`config.mk`:
```
export PLATFORM = sky130hd
export DESIGN_NAME = alu_acc_seq_flat
export DESIGN_NICKNAME = d
export VERILOG_FILES = /design/src/rtl/alu_pkg.sv /design/src/rtl/alu_acc_seq_if.sv /design/src/rtl/alu_mul_iter.sv /design/src/rtl/alu_acc_seq.sv /design/src/flat_wrapper.sv
export SDC_FILE = /design/constraint.sdc
export NUM_CORES = 1
export LEC_CHECK = 0
export CAP_MARGIN = 15
export CORE_UTILIZATION = 30
export CTS_CLUSTER_DIAMETER = 150
export CTS_CLUSTER_SIZE = 8
export DETAILED_ROUTE_END_ITERATION = 10
export SETUP_SLACK_MARGIN = 0.15
export SLEW_MARGIN = 10
export SYNTH_ARGS = -nofsm -noshare
export SYNTH_HDL_FRONTEND = slang
export SYNTH_SLANG_ARGS = --single-unit
```
`constraint.sdc`:
```
create_clock -name clk -period 1.86 [get_ports clk]
set_input_delay 0.372 -clock clk [delete_from_list [all_inputs] [get_ports clk]]
set_output_delay 0.372 -clock clk [all_outputs]
set_load 0.02 [all_outputs]
```
`src/rtl/alu_pkg.sv`:
```
`default_nettype none
// +----------------------------------------------------------------------------+
// | Module      : alu_pkg                                                      |
// | Description : Opcode constants, FSM state encoding and the shared carry    |
// |               rule for the accumulator ALU.                                |
// | Revision    : 1.0 - initial release                                        |
// +----------------------------------------------------------------------------+
package alu_pkg;

    // Legacy encodings 0-7 keep their original meaning; bit 3 selects the extended ops.
    localparam logic [3:0] OP_HLT = 4'd0;
    localparam logic [3:0] OP_SKZ = 4'd1;
    localparam logic [3:0] OP_ADD = 4'd2;
    localparam logic [3:0] OP_AND = 4'd3;
    localparam logic [3:0] OP_XOR = 4'd4;
    localparam logic [3:0] OP_LDA = 4'd5;
    localparam logic [3:0] OP_STO = 4'd6;
    localparam logic [3:0] OP_JMP = 4'd7;
    localparam logic [3:0] OP_SUB = 4'd8;
    localparam logic [3:0] OP_OR  = 4'd9;
    localparam logic [3:0] OP_SHL = 4'd10;
    localparam logic [3:0] OP_SHR = 4'd11;
    localparam logic [3:0] OP_MUL = 4'd12;

    typedef enum logic [0:0] {
        ST_IDLE = 1'b0,
        ST_MUL  = 1'b1
    } state_t;

    // Selects which raw condition becomes the carry flag for a given opcode.
    function automatic logic carry_rule(
        input logic [3:0] op,
        input logic       add_cout,
        input logic       sub_borrow,
        input logic       a_msb,
        input logic       a_lsb,
        input logic       mul_hi
    );
        logic c;
        case (op)
            OP_ADD:  c = add_cout;
            OP_SUB:  c = sub_borrow;
            OP_SHL:  c = a_msb;
            OP_SHR:  c = a_lsb;
            OP_MUL:  c = mul_hi;
            default: c = 1'b0;
        endcase
        return c;
    endfunction

endpackage
`default_nettype wire

```
`src/rtl/alu_acc_seq_if.sv`:
```
`default_nettype none
// +----------------------------------------------------------------------------+
// | Module      : alu_acc_seq_if                                               |
// | Description : Request/response handshake bundle between decode, the ALU   |
// |               and the accumulator register.                               |
// | Revision    : 1.0 - initial release                                        |
// +----------------------------------------------------------------------------+
interface alu_acc_seq_if #(
    parameter int WIDTH    = 8,
    parameter int OPCODE_W = 4
);
    logic                in_valid;
    logic                in_ready;
    logic [OPCODE_W-1:0] opcode;
    logic [WIDTH-1:0]    in_a;
    logic [WIDTH-1:0]    in_b;
    logic                out_valid;
    logic                out_ready;
    logic [WIDTH-1:0]    alu_out;
    logic                a_is_zero;
    logic                carry;
    logic                negative;

    // Requester side: issues operations and consumes results.
    modport master (
        output in_valid, opcode, in_a, in_b, out_ready,
        input  in_ready, out_valid, alu_out, a_is_zero, carry, negative
    );

    // ALU side.
    modport slave (
        input  in_valid, opcode, in_a, in_b, out_ready,
        output in_ready, out_valid, alu_out, a_is_zero, carry, negative
    );
endinterface
`default_nettype wire

```
`src/rtl/alu_mul_iter.sv`:
```
`default_nettype none
// +----------------------------------------------------------------------------+
// | Module      : alu_mul_iter                                                 |
// | Description : Shift-add multiplier, one multiplier bit per cycle over      |
// |               WIDTH cycles. done is high in the final cycle, when product  |
// |               already includes the last partial product.                  |
// | Revision    : 1.0 - initial release                                        |
// +----------------------------------------------------------------------------+
module alu_mul_iter #(
    parameter int WIDTH = 8
) (
    input  wire logic               clk,
    input  wire logic               rst_n,
    input  wire logic               start,
    input  wire logic [WIDTH-1:0]   a,
    input  wire logic [WIDTH-1:0]   b,
    output logic                    done,
    output logic [2*WIDTH-1:0]      product
);
    localparam int                 c_CNT_W = (WIDTH > 2) ? $clog2(WIDTH) : 1;
    localparam logic [c_CNT_W-1:0] c_LAST  = c_CNT_W'(WIDTH - 1);

    logic                 r_busy;
    logic [c_CNT_W-1:0]   r_cnt;
    logic [2*WIDTH-1:0]   r_mcand;
    logic [WIDTH-1:0]     r_mplier;
    logic [2*WIDTH-1:0]   r_prod;
    logic [2*WIDTH-1:0]   w_prod_next;

    // Final partial product is folded in combinationally so the caller can
    // register the result on the same edge as the last iteration.
    assign w_prod_next = r_prod + (r_mplier[0] ? r_mcand : '0);
    assign done        = r_busy && (r_cnt == c_LAST);
    assign product     = w_prod_next;

    // Operand capture on start, then one shift-add step per cycle.
    always_ff @(posedge clk or negedge rst_n) begin
        if (!rst_n) begin
            r_busy   <= 1'b0;
            r_cnt    <= '0;
            r_mcand  <= '0;
            r_mplier <= '0;
            r_prod   <= '0;
        end else if (start) begin
            r_busy   <= 1'b1;
            r_cnt    <= '0;
            r_mcand  <= {{WIDTH{1'b0}}, a};
            r_mplier <= b;
            r_prod   <= '0;
        end else if (r_busy) begin
            r_prod   <= w_prod_next;
            r_mcand  <= r_mcand << 1;
            r_mplier <= r_mplier >> 1;
            r_cnt    <= r_cnt + 1'b1;
            if (done) begin
                r_busy <= 1'b0;
            end
        end
    end
endmodule
`default_nettype wire

```
`src/rtl/alu_acc_seq.sv`:
```
`default_nettype none
// +----------------------------------------------------------------------------+
// | Module      : alu_acc_seq                                                  |
// | Description : Registered, handshaked accumulator ALU. Single-cycle ops     |
// |               load the output register on accept; MUL (when the macro      |
// |               ALU_ACC_MUL_EN is defined) runs through alu_mul_iter.        |
// |               Without ALU_ACC_MUL_EN opcode 12 is a single-cycle pass A.   |
// | Revision    : 1.0 - initial release                                        |
// +----------------------------------------------------------------------------+
module alu_acc_seq #(
    parameter int WIDTH    = 8,
    parameter int OPCODE_W = 4
) (
    input  wire logic   clk,
    input  wire logic   rst_n,
    alu_acc_seq_if.slave bus
);
    import alu_pkg::*;

    state_t            r_state;
    logic              r_out_valid;
    logic [WIDTH-1:0]  r_alu_out;
    logic              r_a_zero;
    logic              r_carry;
    logic              r_neg;

    logic [3:0]        w_op;
    logic [WIDTH:0]    w_add;
    logic [WIDTH:0]    w_sub;
    logic [WIDTH-1:0]  w_res;
    logic              w_carry;
    logic              w_accept;
    logic              w_is_mul;

    // Opcodes outside the 4-bit table collapse to HLT, which routes to pass A.
    generate
        if (OPCODE_W > 4) begin : g_op_wide
            assign w_op = (bus.opcode[OPCODE_W-1:4] == '0) ? bus.opcode[3:0] : OP_HLT;
        end else begin : g_op_exact
            assign w_op = bus.opcode[3:0];
        end
    endgenerate

    assign bus.in_ready = (r_state == ST_IDLE) && (!r_out_valid || bus.out_ready);
    assign w_accept     = bus.in_valid && bus.in_ready;

`ifdef ALU_ACC_MUL_EN
    logic                 w_mul_done;
    logic [2*WIDTH-1:0]   w_mul_prod;
    logic                 r_mul_a_zero;

    assign w_is_mul = (w_op == OP_MUL);

    alu_mul_iter #(.WIDTH(WIDTH)) u_mul (
        .clk     (clk),
        .rst_n   (rst_n),
        .start   (w_accept && w_is_mul),
        .a       (bus.in_a),
        .b       (bus.in_b),
        .done    (w_mul_done),
        .product (w_mul_prod)
    );

    // The zero flag refers to the operand, so remember it until the product lands.
    always_ff @(posedge clk or negedge rst_n) begin
        if (!rst_n) begin
            r_mul_a_zero <= 1'b0;
        end else if (w_accept && w_is_mul) begin
            r_mul_a_zero <= (bus.in_a == '0);
        end
    end
`else
    assign w_is_mul = 1'b0;
`endif

    // Single-cycle datapath; anything unrecognised passes A through.
    always_comb begin
        w_add = {1'b0, bus.in_a} + {1'b0, bus.in_b};
        w_sub = {1'b0, bus.in_a} - {1'b0, bus.in_b};
        w_res = bus.in_a;
        case (w_op)
            OP_ADD:                         w_res = w_add[WIDTH-1:0];
            OP_AND:                         w_res = bus.in_a & bus.in_b;
            OP_XOR:                         w_res = bus.in_a ^ bus.in_b;
            OP_LDA:                         w_res = bus.in_b;
            OP_SUB:                         w_res = w_sub[WIDTH-1:0];
            OP_OR:                          w_res = bus.in_a | bus.in_b;
            OP_SHL:                         w_res = {bus.in_a[WIDTH-2:0], 1'b0};
            OP_SHR:                         w_res = {1'b0, bus.in_a[WIDTH-1:1]};
            OP_HLT, OP_SKZ, OP_STO, OP_JMP: w_res = bus.in_a;
            default:                        w_res = bus.in_a;
        endcase
        w_carry = carry_rule(w_op, w_add[WIDTH], w_sub[WIDTH],
                             bus.in_a[WIDTH-1], bus.in_a[0], 1'b0);
    end

    // Control FSM and output register; a drained slot can be refilled on the same edge.
    always_ff @(posedge clk or negedge rst_n) begin
        if (!rst_n) begin
            r_state     <= ST_IDLE;
            r_out_valid <= 1'b0;
            r_alu_out   <= '0;
            r_a_zero    <= 1'b0;
            r_carry     <= 1'b0;
            r_neg       <= 1'b0;
        end else begin
            case (r_state)
                ST_IDLE: begin
                    if (w_accept) begin
                        if (w_is_mul) begin
                            r_state     <= ST_MUL;
                            r_out_valid <= 1'b0;
                        end else begin
                            r_out_valid <= 1'b1;
                            r_alu_out   <= w_res;
                            r_a_zero    <= (bus.in_a == '0);
                            r_carry     <= w_carry;
                            r_neg       <= w_res[WIDTH-1];
                        end
                    end else if (bus.out_ready) begin
                        r_out_valid <= 1'b0;
                    end
                end
`ifdef ALU_ACC_MUL_EN
                ST_MUL: begin
                    if (w_mul_done) begin
                        r_state     <= ST_IDLE;
                        r_out_valid <= 1'b1;
                        r_alu_out   <= w_mul_prod[WIDTH-1:0];
                        r_a_zero    <= r_mul_a_zero;
                        r_carry     <= carry_rule(OP_MUL, 1'b0, 1'b0, 1'b0, 1'b0,
                                                  |w_mul_prod[2*WIDTH-1:WIDTH]);
                        r_neg       <= w_mul_prod[WIDTH-1];
                    end
                end
`endif
                default: r_state <= ST_IDLE;
            endcase
        end
    end

    assign bus.out_valid = r_out_valid;
    assign bus.alu_out   = r_alu_out;
    assign bus.a_is_zero = r_a_zero;
    assign bus.carry     = r_carry;
    assign bus.negative  = r_neg;
endmodule
`default_nettype wire

```
`src/flat_wrapper.sv`:
```
// flat-port wrapper written by rule: the top's interface ports become plain ports
module alu_acc_seq_flat import alu_pkg::*;
#(
    parameter int WIDTH    = 8,
    parameter int OPCODE_W = 4
)
  (clk, rst_n, bus_in_valid, bus_opcode, bus_in_a, bus_in_b, bus_out_ready, bus_in_ready, bus_out_valid, bus_alu_out, bus_a_is_zero, bus_carry, bus_negative);
  alu_acc_seq_if #(.WIDTH(WIDTH), .OPCODE_W(OPCODE_W)) bus_i ();
  input  wire logic clk;
  input  wire logic rst_n;
  input wire logic [$bits(bus_i.in_valid)-1:0] bus_in_valid;
  input wire logic [$bits(bus_i.opcode)-1:0] bus_opcode;
  input wire logic [$bits(bus_i.in_a)-1:0] bus_in_a;
  input wire logic [$bits(bus_i.in_b)-1:0] bus_in_b;
  input wire logic [$bits(bus_i.out_ready)-1:0] bus_out_ready;
  output wire logic [$bits(bus_i.in_ready)-1:0] bus_in_ready;
  output wire logic [$bits(bus_i.out_valid)-1:0] bus_out_valid;
  output wire logic [$bits(bus_i.alu_out)-1:0] bus_alu_out;
  output wire logic [$bits(bus_i.a_is_zero)-1:0] bus_a_is_zero;
  output wire logic [$bits(bus_i.carry)-1:0] bus_carry;
  output wire logic [$bits(bus_i.negative)-1:0] bus_negative;
  assign bus_i.in_valid = bus_in_valid;
  assign bus_i.opcode = bus_opcode;
  assign bus_i.in_a = bus_in_a;
  assign bus_i.in_b = bus_in_b;
  assign bus_i.out_ready = bus_out_ready;
  assign bus_in_ready = bus_i.in_ready;
  assign bus_out_valid = bus_i.out_valid;
  assign bus_alu_out = bus_i.alu_out;
  assign bus_a_is_zero = bus_i.a_is_zero;
  assign bus_carry = bus_i.carry;
  assign bus_negative = bus_i.negative;
  alu_acc_seq #(.WIDTH(WIDTH), .OPCODE_W(OPCODE_W)) u_core (.clk(clk), .rst_n(rst_n), .bus(bus_i));
endmodule
```
==> results.md <==
- Status: finished, violations left
- Failing checks: DRC, setup timing
- CP top delay family: compound AO/OA/AOI/OAI gates
- Drt drc: 2
- Die Area: 7160 um2
- PD cells: 432 nW/um2
- Crit path capture: u_core.bus.alu_out[2]
- Worst Path Max Fanout: 3
- DIE HEIGHT: 84.6 um
- CP Cell Sequence: buf_6 > buf_8 > inv_16 > ha_4 > inv_2 > fa_2 > nand2b_4 > buf_6 > a32oi_1 > o32a_1 > o2111ai_2 > o21ai_2 > o21ai_1
- Crit-path slowest cell: fa_2
- Root buf cell: clkbuf_8
- Post-DRT Antenna Nets: 0
- Clock buffer count from CTS: 3
- Largest net degree at the start of global routing: 16
- Setup violators final: 1
- Post-Syn Area: 2050 um2
- Share of power burned in registers: 18.5%
- Final worst slack: -56.6 ps
- Port buffer count: 36
- Worst setup SP type: input pin
- Chip width: 84.6 um
- Worst r2r src: u_core.bus.out_valid
- 1st-iter DRT viols: 206
- Arr. time, crit path: 2090 ps
- Area after DPL: 3110 um2
- CTS tree: built
- Met2 GRT Util: 40.9%
- Number of global-route vias before repair: 2652
- Fin. Hold Viols: 0
- 1st-pass router iterations: 10
- Via/cell ratio: 5.58
- Worst Setup Path Type: input pin to flop
- CTS Sinks: 11
- Std-Cell Rows: 29
- Max-cap viol count: 0
- Pwr Total: 1.64 mW
- Mapped Nets: 336
- Period utilization: 103%
- Post-Synthesis Cells: 285
- EDFF count, synth: 0
- Fmax: 522 MHz
- Commonest non-fill, non-tap cell in the layout: buf_4
- Routed WL: 8580 um
- Seq. cell area: 275 um2
- DP HPWL: 5750 um
- Num ports: 37
- Biggest area consumer among synthesized cells: ha_1
- Most Used Layer, Global Route: met2
- Tmin final: 1920 ps
- Clk slew on worst S/H paths: 60 ps
- Crit path top cell by count: buf_6
- Top post-synthesis cells by area: ha_1, dfrtp_1, a21oi_1
- CP Data Required Time: 2040 ps
- Wirelength per Cell: 17.9 um
- Crit path depth: 13
- Met1 usage: 31.0%
- Area taken by multi-input logic gates: 2110 um2
- Gate power share: 65.7%
- FF-to-FF setup slack: 420 ps
- Seq/Total Area, Yosys: 13.4%
- Yosys reg bits: 11
- Initial antenna violation count: 0
- Routability cong.: 0.913
- Met3 usage: 2.56%
- Synth-to-Final Area Change: 85.2%
- Maximum clock path buffer count: 2
- Top-area cell type share of the netlist area: 15.3%
- Internal Pwr Total: 962 uW
- Via count: 2680
- Fin nets: 455
- Core area: 6460 um2
- Worst R2R Path Depth: 5
- Slew Limit Fails: 0
- Global-route usage over all layers: 23.7%
- Congestion Overflow GR: 0
- Ys flop type: dfrtp_1
- First-pass GRT wire length: 13400 um
- CP Launch Point: bus_in_a[0]
- Netlist cell types: 53
- Clk Latency, worst-skew pair: 250 ps
- Final Cell Area: 3790 um2
- Slew margin rel.: 63.2%
- Commonest non-fill, non-tap cells in the layout: buf_4, nand2_1, a21oi_1
- Slew at the pin with the worst max-slew slack: 550 ps
- Clock Power Share: 15.9%
- RSZ-0062 raised after global routing: yes
- Clock skew: 5.08 ps
- Crit end category: flop
- Reg-to-Reg End: u_core.bus.alu_out[1]
- Initial Util: 31.7%
- Avg Inst Size Synth: 7.19 um2
- # fillers: 572
- LEAKAGE: 1.59 nW
- Sw power: 676 uW
- CP Buf/Inv Count: 5
- Hold Crit Class: input pin to async pin
- Asr flop ratio synth: 100%
- Worst VDD drop: 0.188 mV
- Switching share of total power: 41.3%
- Synth warn: 0
- Worst stage delay on the critical path: 360 ps
- N_diodes: 0
- H-tree levels: 1
- Layout cells sized above 1: 52.4%
layer usage:
layer	wire, um	vias up
met5	0	-
met4	206	0
met3	484	21
met2	4180	127
met1	3710	1268
li1	-	1264
cells in the mapped netlist (all sizes together), types with 4 or more instances:
cell type,n
nor3,8
nand3,8
o21ai,27
ha,25
a2111oi,4
nand3b,5
a21oi,28
mux2i,4
nor2,22
or3,4
buf,11
nand2b,9
nand2,25
mux2,5
clkbuf,7
dfrtp,11
inv,24
nor2b,7
xnor2,4
o22ai,6
a32oi,4
stage by stage:
stage | instances | setup WS, ps | utilization, % | setup TNS, ps | hold slack (ps)
final | 480 | -56.6 | 58.7 | -56.6 | 477
after global routing | 480 | -136 | 58.7 | -346 | 512
after CTS | 476 | -35.4 | 56.4 | -35.4 | 482
after detailed placement | 456 | -706 | 48.2 | -5670 | 469
after global placement | 456 | -673 | 48.2 | -5550 | 461
after floorplan | 285 | -29.5 | - | -29.5 | 76.4
area by class of cell:
type / count / area share (%)
Clock buffer: 4 / 1.19
Timing Repair Buffer: 132 / 30.1
Tap cell: 77 / 2.54
Multi-Input combinational cell: 232 / 55.8
Inverter: 24 / 3.13
Sequential cell: 11 / 7.26
power groups by stage:
stage	Clock [mW]	Sequential, mW	Combinational [mW]
after floorplan	0	0.347	0.389
after global placement	0	0.304	0.821
after detailed placement	0	0.306	0.827
after CTS	0.259	0.302	0.987
after global routing	0.264	0.307	1.14
final	0.260	0.303	1.07
registers in the layout, summed over array words and instances (netlist names):
register and count:
u_core.bus.negative 1, u_core.bus.a_is_zero 1, u_core.bus.alu_out 7, u_core.bus.carry 1, u_core.bus.out_valid 1
kinds of logic after synthesis:
group	Yosys count	share of synthesized area [%]
and+or+nand+nor	100	25.3
AOI/OAI and AO/OA	92	27.8
buffers and inverters	42	8.92
adders and majority gates	27	17.2
DFF	11	13.4
muxes	9	4.70
xor gates and xnor gates	4	2.63
worst min-delay path by stage:
stage | startpoint | to
2_1_floorplan | rst_n | u_core.bus.a_is_zero
3_3_place_gp | u_core.bus.a_is_zero | u_core.bus.a_is_zero
3_5_place_dp | u_core.bus.a_is_zero | u_core.bus.a_is_zero
4_1_cts | u_core.bus.a_is_zero | u_core.bus.a_is_zero
5_1_grt | u_core.bus.alu_out[3] | u_core.bus.alu_out[3]
6_report | rst_n | u_core.bus.carry
what timing repair did:
item / 4_1_cts / 5_1_grt
hold buffers: 0 / 0
endpoints found under the hold margin: 0 / 0
setup endpoints to repair: 10 / 9
resized for setup: 122 / 59
gates cloned: 2 / 0
setup buffers: 14 / 4
pin swaps: 50 / 28
Note: power is estimated with default switching activity, not from simulation.
